### config.mk
export PLATFORM = sky130hd
export DESIGN_NAME = reg_file_bypass_flat
export DESIGN_NICKNAME = d
export VERILOG_FILES = /design/src/rtl/reg_file_bypass_pkg.sv /design/src/rtl/reg_file_bypass_if.sv /design/src/rtl/reg_file_bypass_clear_seq.sv /design/src/rtl/reg_file_bypass.sv /design/src/flat_wrapper.sv
export SDC_FILE = /design/constraint.sdc
export NUM_CORES = 1
export LEC_CHECK = 0
export BUFFER_PORTS_ARGS = -buffer_cell sky130_fd_sc_hd__buf_2
export CORE_MARGIN = 3
export CORE_UTILIZATION = 45
export DETAILED_ROUTE_END_ITERATION = 6
export GPL_TIMING_DRIVEN = 0
export SETUP_SLACK_MARGIN = 0.05
export SLEW_MARGIN = 20
export SYNTH_ARGS = -nofsm -noshare
export SYNTH_HDL_FRONTEND = slang
export SYNTH_SLANG_ARGS = --single-unit
### constraint.sdc
create_clock -name clk -period 3.5 [get_ports clk]
set_clock_uncertainty 0.05 [all_clocks]
set_input_delay 0.525 -clock clk [delete_from_list [all_inputs] [get_ports clk]]
set_output_delay 0.525 -clock clk [all_outputs]
set_load 0.01 [all_outputs]
### src/rtl/reg_file_bypass_pkg.sv
// Shared types and default sizes for the bypassing register file.
package reg_file_pkg;
  typedef enum logic {CLEAR = 1'b0, IDLE = 1'b1} rfState_e;

  localparam int DATA_W_DEF = 32;
  localparam int ADDR_W_DEF = 5;
endpackage

### src/rtl/reg_file_bypass_if.sv
// Write/reserve/read bus of the register file; clk and rst_n stay outside.
interface reg_file_bypass_if #(
  parameter int DATA_W = reg_file_pkg::DATA_W_DEF,
  parameter int ADDR_W = reg_file_pkg::ADDR_W_DEF
);
  logic              clr_req;
  logic              we;
  logic [ADDR_W-1:0] wr_addr;
  logic [DATA_W-1:0] wr_data;
  logic              rsv_en;
  logic [ADDR_W-1:0] rsv_addr;
  logic [ADDR_W-1:0] rd_addr1;
  logic [ADDR_W-1:0] rd_addr2;
  logic [DATA_W-1:0] rd_data1;
  logic [DATA_W-1:0] rd_data2;
  logic              rd_pend1;
  logic              rd_pend2;
  logic              ready;

  modport master (
    output clr_req, we, wr_addr, wr_data, rsv_en, rsv_addr, rd_addr1, rd_addr2,
    input  rd_data1, rd_data2, rd_pend1, rd_pend2, ready
  );

  modport slave (
    input  clr_req, we, wr_addr, wr_data, rsv_en, rsv_addr, rd_addr1, rd_addr2,
    output rd_data1, rd_data2, rd_pend1, rd_pend2, ready
  );
endinterface

### src/rtl/reg_file_bypass_clear_seq.sv
// Clear sequencer: walks every entry after reset or a clear request, then idles.
module rf_clear_seq
  import reg_file_pkg::*;
#(
  parameter int ADDR_W = ADDR_W_DEF
) (
  input  logic              clk,
  input  logic              rst_n,
  input  logic              clrReq,
  output logic              ready,
  output logic              clrWe,
  output logic [ADDR_W-1:0] clrAddr
);
  rfState_e          state, stateNxt;
  logic [ADDR_W-1:0] clrCnt, cntNxt;

  always_ff @(posedge clk) begin
    if (!rst_n) begin
      state  <= CLEAR;
      clrCnt <= '0;
    end else begin
      state  <= stateNxt;
      clrCnt <= cntNxt;
    end
  end

  // Counter saturates on the last entry so it never wraps back to 0 while idle.
  always_comb begin
    stateNxt = state;
    cntNxt   = clrCnt;
    case (state)
      CLEAR: begin
        if (&clrCnt) stateNxt = IDLE;
        else         cntNxt   = clrCnt + ADDR_W'(1);
      end
      IDLE: begin
        if (clrReq) begin
          stateNxt = CLEAR;
          cntNxt   = '0;
        end
      end
      default: begin
        stateNxt = CLEAR;
        cntNxt   = '0;
      end
    endcase
  end

  assign ready   = (state == IDLE);
  assign clrWe   = (state == CLEAR);
  assign clrAddr = clrCnt;
endmodule

### src/rtl/reg_file_bypass.sv
// Two-read/one-write register file with per-entry pending (scoreboard) bits.
// Define REG_FILE_BYPASS_EN to forward same-cycle write data onto the read ports.
module reg_file_bypass
  import reg_file_pkg::*;
#(
  parameter int DATA_W   = DATA_W_DEF,
  parameter int ADDR_W   = ADDR_W_DEF,
  parameter int ZERO_REG = 1
) (
  input logic                clk,
  input logic                rst_n,
  reg_file_bypass_if.slave   bus
);
  localparam int DEPTH  = 2 ** ADDR_W;
  localparam int NUM_RD = 2;

  logic [DATA_W-1:0] mem [DEPTH];
  logic [DEPTH-1:0]  pend;

  logic              ready, clrWe;
  logic [ADDR_W-1:0] clrAddr;
  logic              wrAct, wrEn;

  rf_clear_seq #(.ADDR_W(ADDR_W)) uClearSeq (
    .clk     (clk),
    .rst_n   (rst_n),
    .clrReq  (bus.clr_req),
    .ready   (ready),
    .clrWe   (clrWe),
    .clrAddr (clrAddr)
  );

  // A clear request on the same edge drops the write.
  assign wrAct = ready && bus.we && !bus.clr_req;
  assign wrEn  = wrAct && !((ZERO_REG != 0) && (bus.wr_addr == '0));

  always_ff @(posedge clk) begin
    if (rst_n) begin
      if (clrWe)     mem[clrAddr]     <= '0;
      else if (wrEn) mem[bus.wr_addr] <= bus.wr_data;
    end
  end

  // Reserve is applied after the write clear so it wins on a shared address.
  always_ff @(posedge clk) begin
    if (!rst_n) begin
      pend <= '0;
    end else if (ready && bus.clr_req) begin
      pend <= '0;
    end else if (ready) begin
      if (bus.we)     pend[bus.wr_addr]  <= 1'b0;
      if (bus.rsv_en) pend[bus.rsv_addr] <= 1'b1;
    end
  end

  logic [NUM_RD-1:0][ADDR_W-1:0] rdAddr;
  logic [NUM_RD-1:0][DATA_W-1:0] rdData;
  logic [NUM_RD-1:0]             rdPend;

  assign rdAddr = {bus.rd_addr2, bus.rd_addr1};

  for (genvar g = 0; g < NUM_RD; g++) begin : gRd
    logic isZero, hit;
    assign isZero = (ZERO_REG != 0) && (rdAddr[g] == '0);
`ifdef REG_FILE_BYPASS_EN
    assign hit = wrAct && (rdAddr[g] == bus.wr_addr);
`else
    assign hit = 1'b0;
`endif
    assign rdData[g] = (!ready || isZero) ? '0
                     : hit                ? bus.wr_data
                     :                      mem[rdAddr[g]];
    assign rdPend[g] = ready && !isZero && !hit && pend[rdAddr[g]];
  end

  assign bus.rd_data1 = rdData[0];
  assign bus.rd_data2 = rdData[1];
  assign bus.rd_pend1 = rdPend[0];
  assign bus.rd_pend2 = rdPend[1];
  assign bus.ready    = ready;
endmodule

### src/flat_wrapper.sv
// flat-port wrapper written by rule: the top's interface ports become plain ports
module reg_file_bypass_flat import reg_file_pkg::*;
#(
  parameter int DATA_W   = DATA_W_DEF,
  parameter int ADDR_W   = ADDR_W_DEF,
  parameter int ZERO_REG = 1
)
  (clk, rst_n, bus_clr_req, bus_we, bus_wr_addr, bus_wr_data, bus_rsv_en, bus_rsv_addr, bus_rd_addr1, bus_rd_addr2, bus_rd_data1, bus_rd_data2, bus_rd_pend1, bus_rd_pend2, bus_ready);
  reg_file_bypass_if #(.DATA_W(DATA_W), .ADDR_W(ADDR_W)) bus_i ();
  input logic clk;
  input logic rst_n;
  input wire logic [$bits(bus_i.clr_req)-1:0] bus_clr_req;
  input wire logic [$bits(bus_i.we)-1:0] bus_we;
  input wire logic [$bits(bus_i.wr_addr)-1:0] bus_wr_addr;
  input wire logic [$bits(bus_i.wr_data)-1:0] bus_wr_data;
  input wire logic [$bits(bus_i.rsv_en)-1:0] bus_rsv_en;
  input wire logic [$bits(bus_i.rsv_addr)-1:0] bus_rsv_addr;
  input wire logic [$bits(bus_i.rd_addr1)-1:0] bus_rd_addr1;
  input wire logic [$bits(bus_i.rd_addr2)-1:0] bus_rd_addr2;
  output wire logic [$bits(bus_i.rd_data1)-1:0] bus_rd_data1;
  output wire logic [$bits(bus_i.rd_data2)-1:0] bus_rd_data2;
  output wire logic [$bits(bus_i.rd_pend1)-1:0] bus_rd_pend1;
  output wire logic [$bits(bus_i.rd_pend2)-1:0] bus_rd_pend2;
  output wire logic [$bits(bus_i.ready)-1:0] bus_ready;
  assign bus_i.clr_req = bus_clr_req;
  assign bus_i.we = bus_we;
  assign bus_i.wr_addr = bus_wr_addr;
  assign bus_i.wr_data = bus_wr_data;
  assign bus_i.rsv_en = bus_rsv_en;
  assign bus_i.rsv_addr = bus_rsv_addr;
  assign bus_i.rd_addr1 = bus_rd_addr1;
  assign bus_i.rd_addr2 = bus_rd_addr2;
  assign bus_rd_data1 = bus_i.rd_data1;
  assign bus_rd_data2 = bus_i.rd_data2;
  assign bus_rd_pend1 = bus_i.rd_pend1;
  assign bus_rd_pend2 = bus_i.rd_pend2;
  assign bus_ready = bus_i.ready;
  reg_file_bypass #(.DATA_W(DATA_W), .ADDR_W(ADDR_W), .ZERO_REG(ZERO_REG)) u_core (.clk(clk), .rst_n(rst_n), .bus(bus_i));
endmodule
After elaboration in Yosys (flattened, before gate mapping) --
Memory sizes are Yosys's and may differ from the RTL's. Index checks and enable logic that the tools add are counted.
Operators by class: add/subtract/negate cells 1, magnitude comparators 6, equal/unequal tests 2, mux-type cells 31, bitwise gates (word level) 5, reductions and logical operators 24
Operator list (count):
- 32-bit two-way mux | 8
- 32-bit AND | 1
- 32-bit inverter | 1
- 32-bit OR | 1
- 32-bit OR reduction | 1
- 5-bit by 6-bit < comparator with 1-bit output, second input constant | 4
- 5-bit logical NOT | 3
- 5-bit two-way mux | 3
- 1-bit two-way mux | 14
- 1-bit binary-select mux with 5-bit select | 2
- 1-bit demux with 5-bit select | 2
- 5-bit by 1-bit greater-or-equal comparator with 1-bit output, second input constant | 2
- 1-bit logical AND | 10
- 5-bit case mux with 2 select lines | 1
- 5-bit by 1-bit adder with 5-bit output, second input constant | 1
- 1-bit logical NOT | 5
- 5-bit AND reduction | 1
- 2-bit inequality test, second input constant | 2
- 1-bit logical OR | 2
- 1-bit inverter | 2
- 1-bit case mux with 2 select lines | 1
- 2-bit AND reduction | 1
- 2-bit OR reduction | 1
Storage, ports and cells: register bits after elaboration 38, bits in writable memories 1024, input port bits 57, output and inout bits 67, word-level logic and storage cells 73, memories kept 1
Memory list:
- u_core.mem | depth 32, bits a word 32, read ports 2, clocked after memory_dff 0, write ports 1, line reg_file_bypass.sv:17 | logic [DATA_W-1:0] mem [DEPTH];

Longest topological paths before layout --
Gate-level depths: netlist of the first run.
depth in word-level cells 12, gate-level depth with buffers 9, depth with buffers taken out 7

By module --
A second synthesis of the first run with hierarchy kept.
Unflattened totals: cell total of the unflattened synthesis 3177, area, all modules 50317.0 µm²
By module, submodules not included:
- reg_file_bypass | instances 1, cells an instance 3141, area an instance 50013.0 µm², seq. area each 31390.1 µm²
- rf_clear_seq | instances 1, cells an instance 36, area an instance 304.0 µm², seq. area each 120.1 µm²

Least setup slack after synthesis of the first run --
No wires, ideal clock.
path kind input -> register, from input bus_wr_addr[3], to memory u_core.mem[15][0] (netlist name) (enable), setup time 0.421 ns, data arrival time 3.111 ns, data required time 3.029 ns, setup slack -0.082 ns, stages 6, buffers on the path 2, cell sequence clkbuf_1 -> or3_1 -> clkbuf_1 -> o31ai_1 -> a31oi_1 -> nor2_1
Between the ends: word-level cells in the longest chain between the ends 9, elaborated cells on any way between the ends 10, classes of those cells mux: 6; reduce/logical: 4
RTL lines:
- start, declared | line flat_wrapper.sv:14 | input wire logic [$bits(bus_i.wr_addr)-1:0] bus_wr_addr;
- 5-bit logical NOT | line reg_file_bypass.sv:35 | assign wrEn = wrAct && !((ZERO_REG != 0) && (bus.wr_addr == '0));
- 1-bit logical NOT | line reg_file_bypass.sv:35
- 1-bit logical AND | line reg_file_bypass.sv:35
- 1-bit two-way mux | line reg_file_bypass.sv:40 | else if (wrEn) mem[bus.wr_addr] <= bus.wr_data;
- 1-bit two-way mux | line reg_file_bypass.sv:39 | if (clrWe) mem[clrAddr] <= '0;
- 1-bit two-way mux | line reg_file_bypass.sv:38 | if (rst_n) begin
- 1-bit two-way mux (implied by the code) | line reg_file_bypass.sv:40
- 32-bit OR reduction (no source line)
- 5-bit two-way mux (no source line) or 1-bit two-way mux (tied branches)
- end, declared | line reg_file_bypass.sv:17
Several ways; a longest one is shown, not always the timed one.

Final worst setup path of the first run --
from input bus_rd_addr2[1], to output bus_rd_data2[11]
Between the ends: word-level cells in the longest chain between the ends 3, elaborated cells on any way between the ends 4, classes of those cells mux: 1; reduce/logical: 2; memory: 1
RTL lines:
- start, declared | line flat_wrapper.sv:19 | input wire logic [$bits(bus_i.rd_addr2)-1:0] bus_rd_addr2;
- branches (longest 2 deep; another with memory 32 x 32 bit)
- 32-bit two-way mux * | line reg_file_bypass.sv:70 | assign rdData[g] = (!ready || isZero) ? '0
- end, declared | line flat_wrapper.sv:21 | output wire logic [$bits(bus_i.rd_data2)-1:0] bus_rd_data2;
Mark *: on every way between the ends.

==> metrics.txt, run 1 <==
# DRC=0; Slew HR=26.8%; clk slew on worst S/H paths=0.06 ns; Congestion Overflow GR=0; type of the worst setup path=in2out; final hold violations=0; Pleak=0.0210 µW; crit-path cells=buf_2 -> clkdlybuf4s15_1 -> mux4_2 -> mux2i_1 -> o221ai_4 -> buf_2; Core ar.=109,000 µm²; share of cells above drive strength 1=38.3%; met1 wire length=65,400 µm; Final setup viols=0; Syn Inst Count=2,594; RSZ-0062 raised after global routing=yes; most used cell, CP=buf_2; DRT antenna net count=0; min-delay src=bus_rsv_addr[0]; GPL Wtd Cong=0.956; asr flop ratio synth=0%; DR WL met3=19,400 µm; setup_tns=0 ns; status=finished, final reports clean; syn nets=2,653; GR Util All Layers=30.0%; HPWL Detailed=121,000 µm; worst slew pin tran=1.09 ns; CP endpoint kind=primary output; top cells by area, synth=edfxtp_1, mux4_2, mux2i_1; # fillers=8,462; setup slack, reg-to-reg=0.26 ns; cell area after synthesis=49,700 µm²; CP max stage cell=clkdlybuf4s15_1; post-synth top area cell=edfxtp_1; Final Critical Period=3.49 ns; top cell type's share of synthesized area=61.9%; Max rail drop VDD=0.419 mV; final net count=2,951; CP max FO=10; Post-synth top cells=edfxtp_1, mux4_2, mux2i_1; Avg WL per Cell=38.8 µm; FF-to-FF End=u_core.mem[2][19]; Worst Hold End=u_core.pend[12]; largest net degree at the start of global routing=33; first-pass GRT wire length=242,000 µm; antenna violations before repair=8; CTS Buffer Depth=3; Worst Hold Slack=0.170 ns; R2R cell count=6; CP Launch Type=input port; htree depth=3; count leader, synth=edfxtp_1; First-pass DRT Iterations=6; CTS tree=built; total CTS buffers=110; cts hold-fix bufs=0; vias per std cell=6.94; Hold Crit Class=in2reg; row count=121; Post-synth EDFFs=1,024; Ys Warns=0; Highest Clock Rate=0.287 GHz; worst r2r src=u_core.uClearSeq.ready; Syn Area/Cell=19.1 µm²; # Max-Cap Violations=0; total power=27,400 µW; Required @ worst endpoint=2.92 ns; Initial Util=45.5%; max-slew violation count=0; die height=338 µm; via count=31,000; critical path arrival=2.91 ns; Port Buf Inserts=116; Post-synth top flop=edfxtp_1; crit share post-route=99.6%; pwr/cell area=469 nW/µm²; Worst Hold Depth=4; Die Area=114,000 µm²; fin worst setup slack=0.0132 ns; WL met2=79,800 µm; Iteration-0 DRC Markers=4,355; die width=338 µm; Top Metal Used=met5; WL final=173,000 µm; setup slack at placement=-1.01 ns; vias in the first global route=31,300; Clock Root Buffer=clkbuf_16; delay of the slowest critical-path stage=0.92 ns; worst-skew pair later-pin latency=0.70 ns; number of I/O pins=124; synthesized flop and latch total=1,062; area delta synth->final=17.6%; Seq/Total Area, Yosys=63.4%; Netlist cell types=55; total clock sinks=1,062
[power by group]
group,internal [µW],leakage [µW],switching (µW)
clock,6790,0.00175,5060
combinational,603,0.00744,1080
sequential,13800,0.0119,31.5
total,21200,0.0210,6170
[critical path, delay by kind of cell]
family                 cells  cell delay [ns]
buffers and inverters      3             1.44
multiplexers               2             0.69
AO/OA/AOI/OAI              1             0.23
[layer usage]
metal,global-route usage [%],vias to the layer above
li1,-,11900
met1,41.2,16500
met2,46.1,2253
met3,7.10,365
met4,13.2,6
met5,0,-
[placed cells by master (no fill, tap or decap), types with 13 or more instances in the layout]
cell type | Yosys | routed
a22oi_1 | 33 | 32
clkbuf_1 | 95 | 46
clkinv_1 | 0 | 29
nor2_4 | 0 | 31
and2_2 | 0 | 31
buf_6 | 21 | 30
buf_12 | 0 | 31
buf_2 | 59 | 157
a2111oi_4 | 0 | 17
nand2_1 | 47 | 47
a2111oi_2 | 10 | 13
o22ai_1 | 38 | 38
a211oi_1 | 32 | 19
clkinv_2 | 0 | 25
a21oi_1 | 65 | 65
clkbuf_2 | 0 | 36
mux2i_1 | 264 | 253
dfxtp_1 | 38 | 38
edfxtp_1 | 1024 | 1024
bufinv_16 | 0 | 13
o22a_1 | 33 | 22
o21ai_0 | 34 | 34
o221ai_1 | 65 | 56
mux4_2 | 463 | 463
a22o_1 | 33 | 33
buf_16 | 0 | 26
clkbuf_16 | 0 | 112
clkbuf_4 | 0 | 28
buf_4 | 19 | 45
[cell families after synthesis]
kind of cell	Yosys count	synth area share, %
buffers and inverters	222	2.31
flip-flops	1062	63.4
XOR/XNOR	3	0.0529
multiplexers	727	26.3
AO/OA/AOI/OAI	383	5.74
AND/OR/NAND/NOR	195	2.09
adder cells (fa/ha/maj)	2	0.0504
[worst max-delay path by stage]
stage / start / slack, ns / cells past startpoint / end
floorplan: bus_wr_addr[3] / -0.08 / 6 / u_core.mem[15][0]
global placement: bus_wr_addr[3] / -2.63 / 6 / u_core.mem[27][22]
detailed placement: bus_rd_addr1[2] / -1.01 / 8 / bus_rd_data1[11]
CTS: bus_rd_addr1[2] / 0.02 / 8 / bus_rd_data1[10]
global route: bus_rd_addr1[0] / 0.04 / 10 / bus_rd_data1[10]
finish: bus_rd_addr2[1] / 0.01 / 6 / bus_rd_data2[11]
[flip-flops by register name, indices dropped and copies added (netlist names)]
| register | flops |
|---|---|
| u_core.mem | 1024 |
| u_core.pend | 32 |
| u_core.uClearSeq.ready | 1 |
| u_core.uClearSeq.clrAddr | 5 |
[metrics by stage]
| step | instance area, µm² | cells | util (%) |
|---|---|---|---|
| after detailed placement | 53800 | 4251 | 49.3 |
| after CTS | 58200 | 4462 | 53.3 |
| after floorplan | 49700 | 2594 | - |
| after global placement | 52100 | 4186 | 47.7 |
| after global routing | 58400 | 4462 | 53.5 |
| final | 58400 | 4463 | 53.5 |
[cell type report]
cell class	instances	area, µm²	area share [%]
Clock buffer	130	2870	4.92
Inverter	6	22.5	0.0386
Multi-Input combinational cell	1310	17900	30.7
Timing Repair Buffer	187	2010	3.45
Sequential cell	1062	31500	54.0
Tap cell	1476	1850	3.16
Clock inverter	76	702	1.20
Antenna cell	1	2.50	0.00429
Buffer	215	1520	2.60
[what timing repair did]
action	CTS	global route
buffers inserted	5	0
endpoints found under the setup margin	621	72
pin swaps	5	2
gates resized for setup	253	61
(Power assumes the default switching activity.)
==> run 2, diff against run 1 <==
Settings changed: RECOVER_POWER from default to 100.
Clock period 3.5 ns to 3.1 ns, I/O delays scaled along.
==> run 2 against run 1 <==
Sequential share of layout area down 1.3 points. Critical endpoint is now bus_rd_data2[10]. Clock-buffer cell count increased by 8. Flip-flop and latch count stayed put. Critical path depth up 2. Register-to-register slack lost 0.32 ns. Total power grew 13%. Sequential power increased by 13%. Clock power grew 12%. Setup slack worse by 0.11 ns. Global-route usage is 0.23 points higher. Die area did not move. Cell count increased by 0.56%. The flow now finishes with violations (design-rule violations, negative setup slack).
==> metrics.txt, run 2 (same netlist as run 1, synthesis figures left out) <==
Clock Power Share=42.9%; Die Area=114,000 µm²; antenna violations before repair=8; final hold violations=0; die height=338 µm; delay of the slowest critical-path stage=0.56 ns; DRT antenna net count=0; worst slew pin tran=1.41 ns; type of the worst setup path=in2out; met1 wire length=66,900 µm; # DRC=6; worst-skew pair later-pin latency=0.68 ns; Top Metal Used=met5; Cells after DPL=4,245; critical path buffer and inverter count=4; total CTS buffers=110; most used cell, CP=buf_6; Slew HR=5.74%; Congestion Overflow GR=0; # Max-Cap Violations=0; Core ar.=109,000 µm²; Required @ worst endpoint=2.58 ns; CP top delay family=buffers and inverters; Biggest register=u_core.mem; most frequent cells in the layout=edfxtp_1, mux4_2, mux2i_1, clkbuf_16, buf_2; number of I/O pins=124; CP Launch Type=input port; Worst Hold Slack=0.202 ns; First-pass DRT Iterations=7; vias per std cell=6.97; HPWL Detailed=121,000 µm; Switching Fraction=22.6%; via count=31,300; Layout Cells excl Fill=4,488; cts hold-fix bufs=0; critical path arrival=2.68 ns; CP endpoint kind=primary output; area delta synth->final=20.5%; Avg WL per Cell=39.1 µm; part of the power in combinational logic=6.5%; vias in the first global route=31,400; Iteration-0 DRC Markers=4,550; Net Sw Power=6980 µW; Initial Util=45.5%; WL final=176,000 µm; fin worst setup slack=-0.0954 ns; Port Buf Inserts=116; GR Util All Layers=30.3%; crit share post-route=103%; CTS Buffer Depth=3; final net count=2,970; share of cells above drive strength 1=42.2%; RSZ-0062 raised after global routing=yes; Final setup viols=62; Highest Clock Rate=0.313 GHz; pwr/cell area=516 nW/µm²; max FFs per register=1,024; internal power=23,900 µW; CP max FO=10; largest net degree at the start of global routing=33; commonest non-fill, non-tap cell in the layout=edfxtp_1; DR WL met3=20,100 µm; row count=121; status=finished, violations left; GPL Wtd Cong=0.953; clk slew on worst S/H paths=0.06 ns; failing checks=design-rule violations, negative setup slack; Clock Root Buffer=clkbuf_16; CP max stage cell=mux4_2; first-pass GRT wire length=244,000 µm; Final Critical Period=3.20 ns; Hold Crit Class=in2reg; crit-path cells=clkbuf_2 -> buf_6 -> buf_8 -> mux4_2 -> mux2i_4 -> o22a_4 -> o221ai_4 -> buf_6; register share of total power=50.6%; Pleak=0.0214 µW; htree depth=3; die width=338 µm; total clock sinks=1,062; WL met2=78,900 µm; Max rail drop VDD=0.461 mV; CTS tree=built; max-slew violation count=0
[run 2: changes by cell type in the layout (fill, tap and decap cells not counted), moves of 19 or more]
cell      change
o221ai_1     -24
o22a_1       -21
a22o_1       -21
a22o_4       +20
buf_2        -55
nor2_4       -24
mux2i_1      -19
buf_4        +29
o22a_4       +32
buf_6        +27
[run 2: path summary, 6_finish.rpt]
| path | start | endpoint | slack, ns | cells after the start |
|---|---|---|---|---|
| max reg2reg | u_core.uClearSeq.ready | u_core.mem[16][20] | -0.06 | 6 |
| max | bus_rd_addr2[0] | bus_rd_data2[10] | -0.1 | 8 |
| min reg2reg | u_core.pend[26] | u_core.pend[26] | 0.46 | 2 |
| min | bus_rsv_addr[2] | u_core.pend[24] | 0.20 | 4 |
[run 2: area by class of cell]
class                      count  area, µm²
antenna                        5       12.5
buffer                       213       2020
clock buffer                 138       2940
clock inverter                70        633
fill                        8343      49300
inverter                       6       22.5
multi-input combinational   1310      19000
sequential                  1062      31500
tap                         1476       1850
timing repair buffer         208       1850
[run 2: power by group through the flow]
stage,clock [µW],sequential [µW],combinational [µW]
final,13200,15600,2020
after global routing,13900,15600,2060
after CTS,13300,15600,1960
after global placement,0,15900,1690
after floorplan,0,15900,1020
after detailed placement,0,15900,1770
[run 2: timing repair]
item	4_1_cts	5_1_grt
setup buffers	20	10
pin swaps	77	26
resized for setup	597	128
setup endpoints to repair	1085	635
gates cloned	3	0
[run 2: per-stage QoR]
step	setup WS [ns]	power, µW	instance area (µm²)	TNS (ns)	util [%]
floorplan	-0.422	16900	49700	-275.97	-
CTS	-0.246	30900	60000	-2.97	54.9
global route	-0.0948	31600	59800	-6.76	54.8
global placement	-3.02	17600	52100	-2918.97	47.7
detailed placement	-1.37	17700	53800	-655.78	49.3
finish	-0.0954	30900	59800	-2.35	54.8
[run 2: worst reg2reg max path: cells and delay by family, from the launching register on]
kind	cells	cell delay, ns
AND/OR/NAND/NOR	3	1.82
AO/OA/AOI/OAI	1	0.13
flip-flops	1	0.36
buffers and inverters	2	0.48
[run 2: per-layer routing]
| metal | vias to the layer above | global-route usage, % |
|---|---|---|
| met4 | 2 | 14.6 |
| met5 | - | 0 |
| met1 | 16600 | 42.1 |
| met2 | 2321 | 44.9 |
| met3 | 376 | 7.44 |
| li1 | 11900 | - |
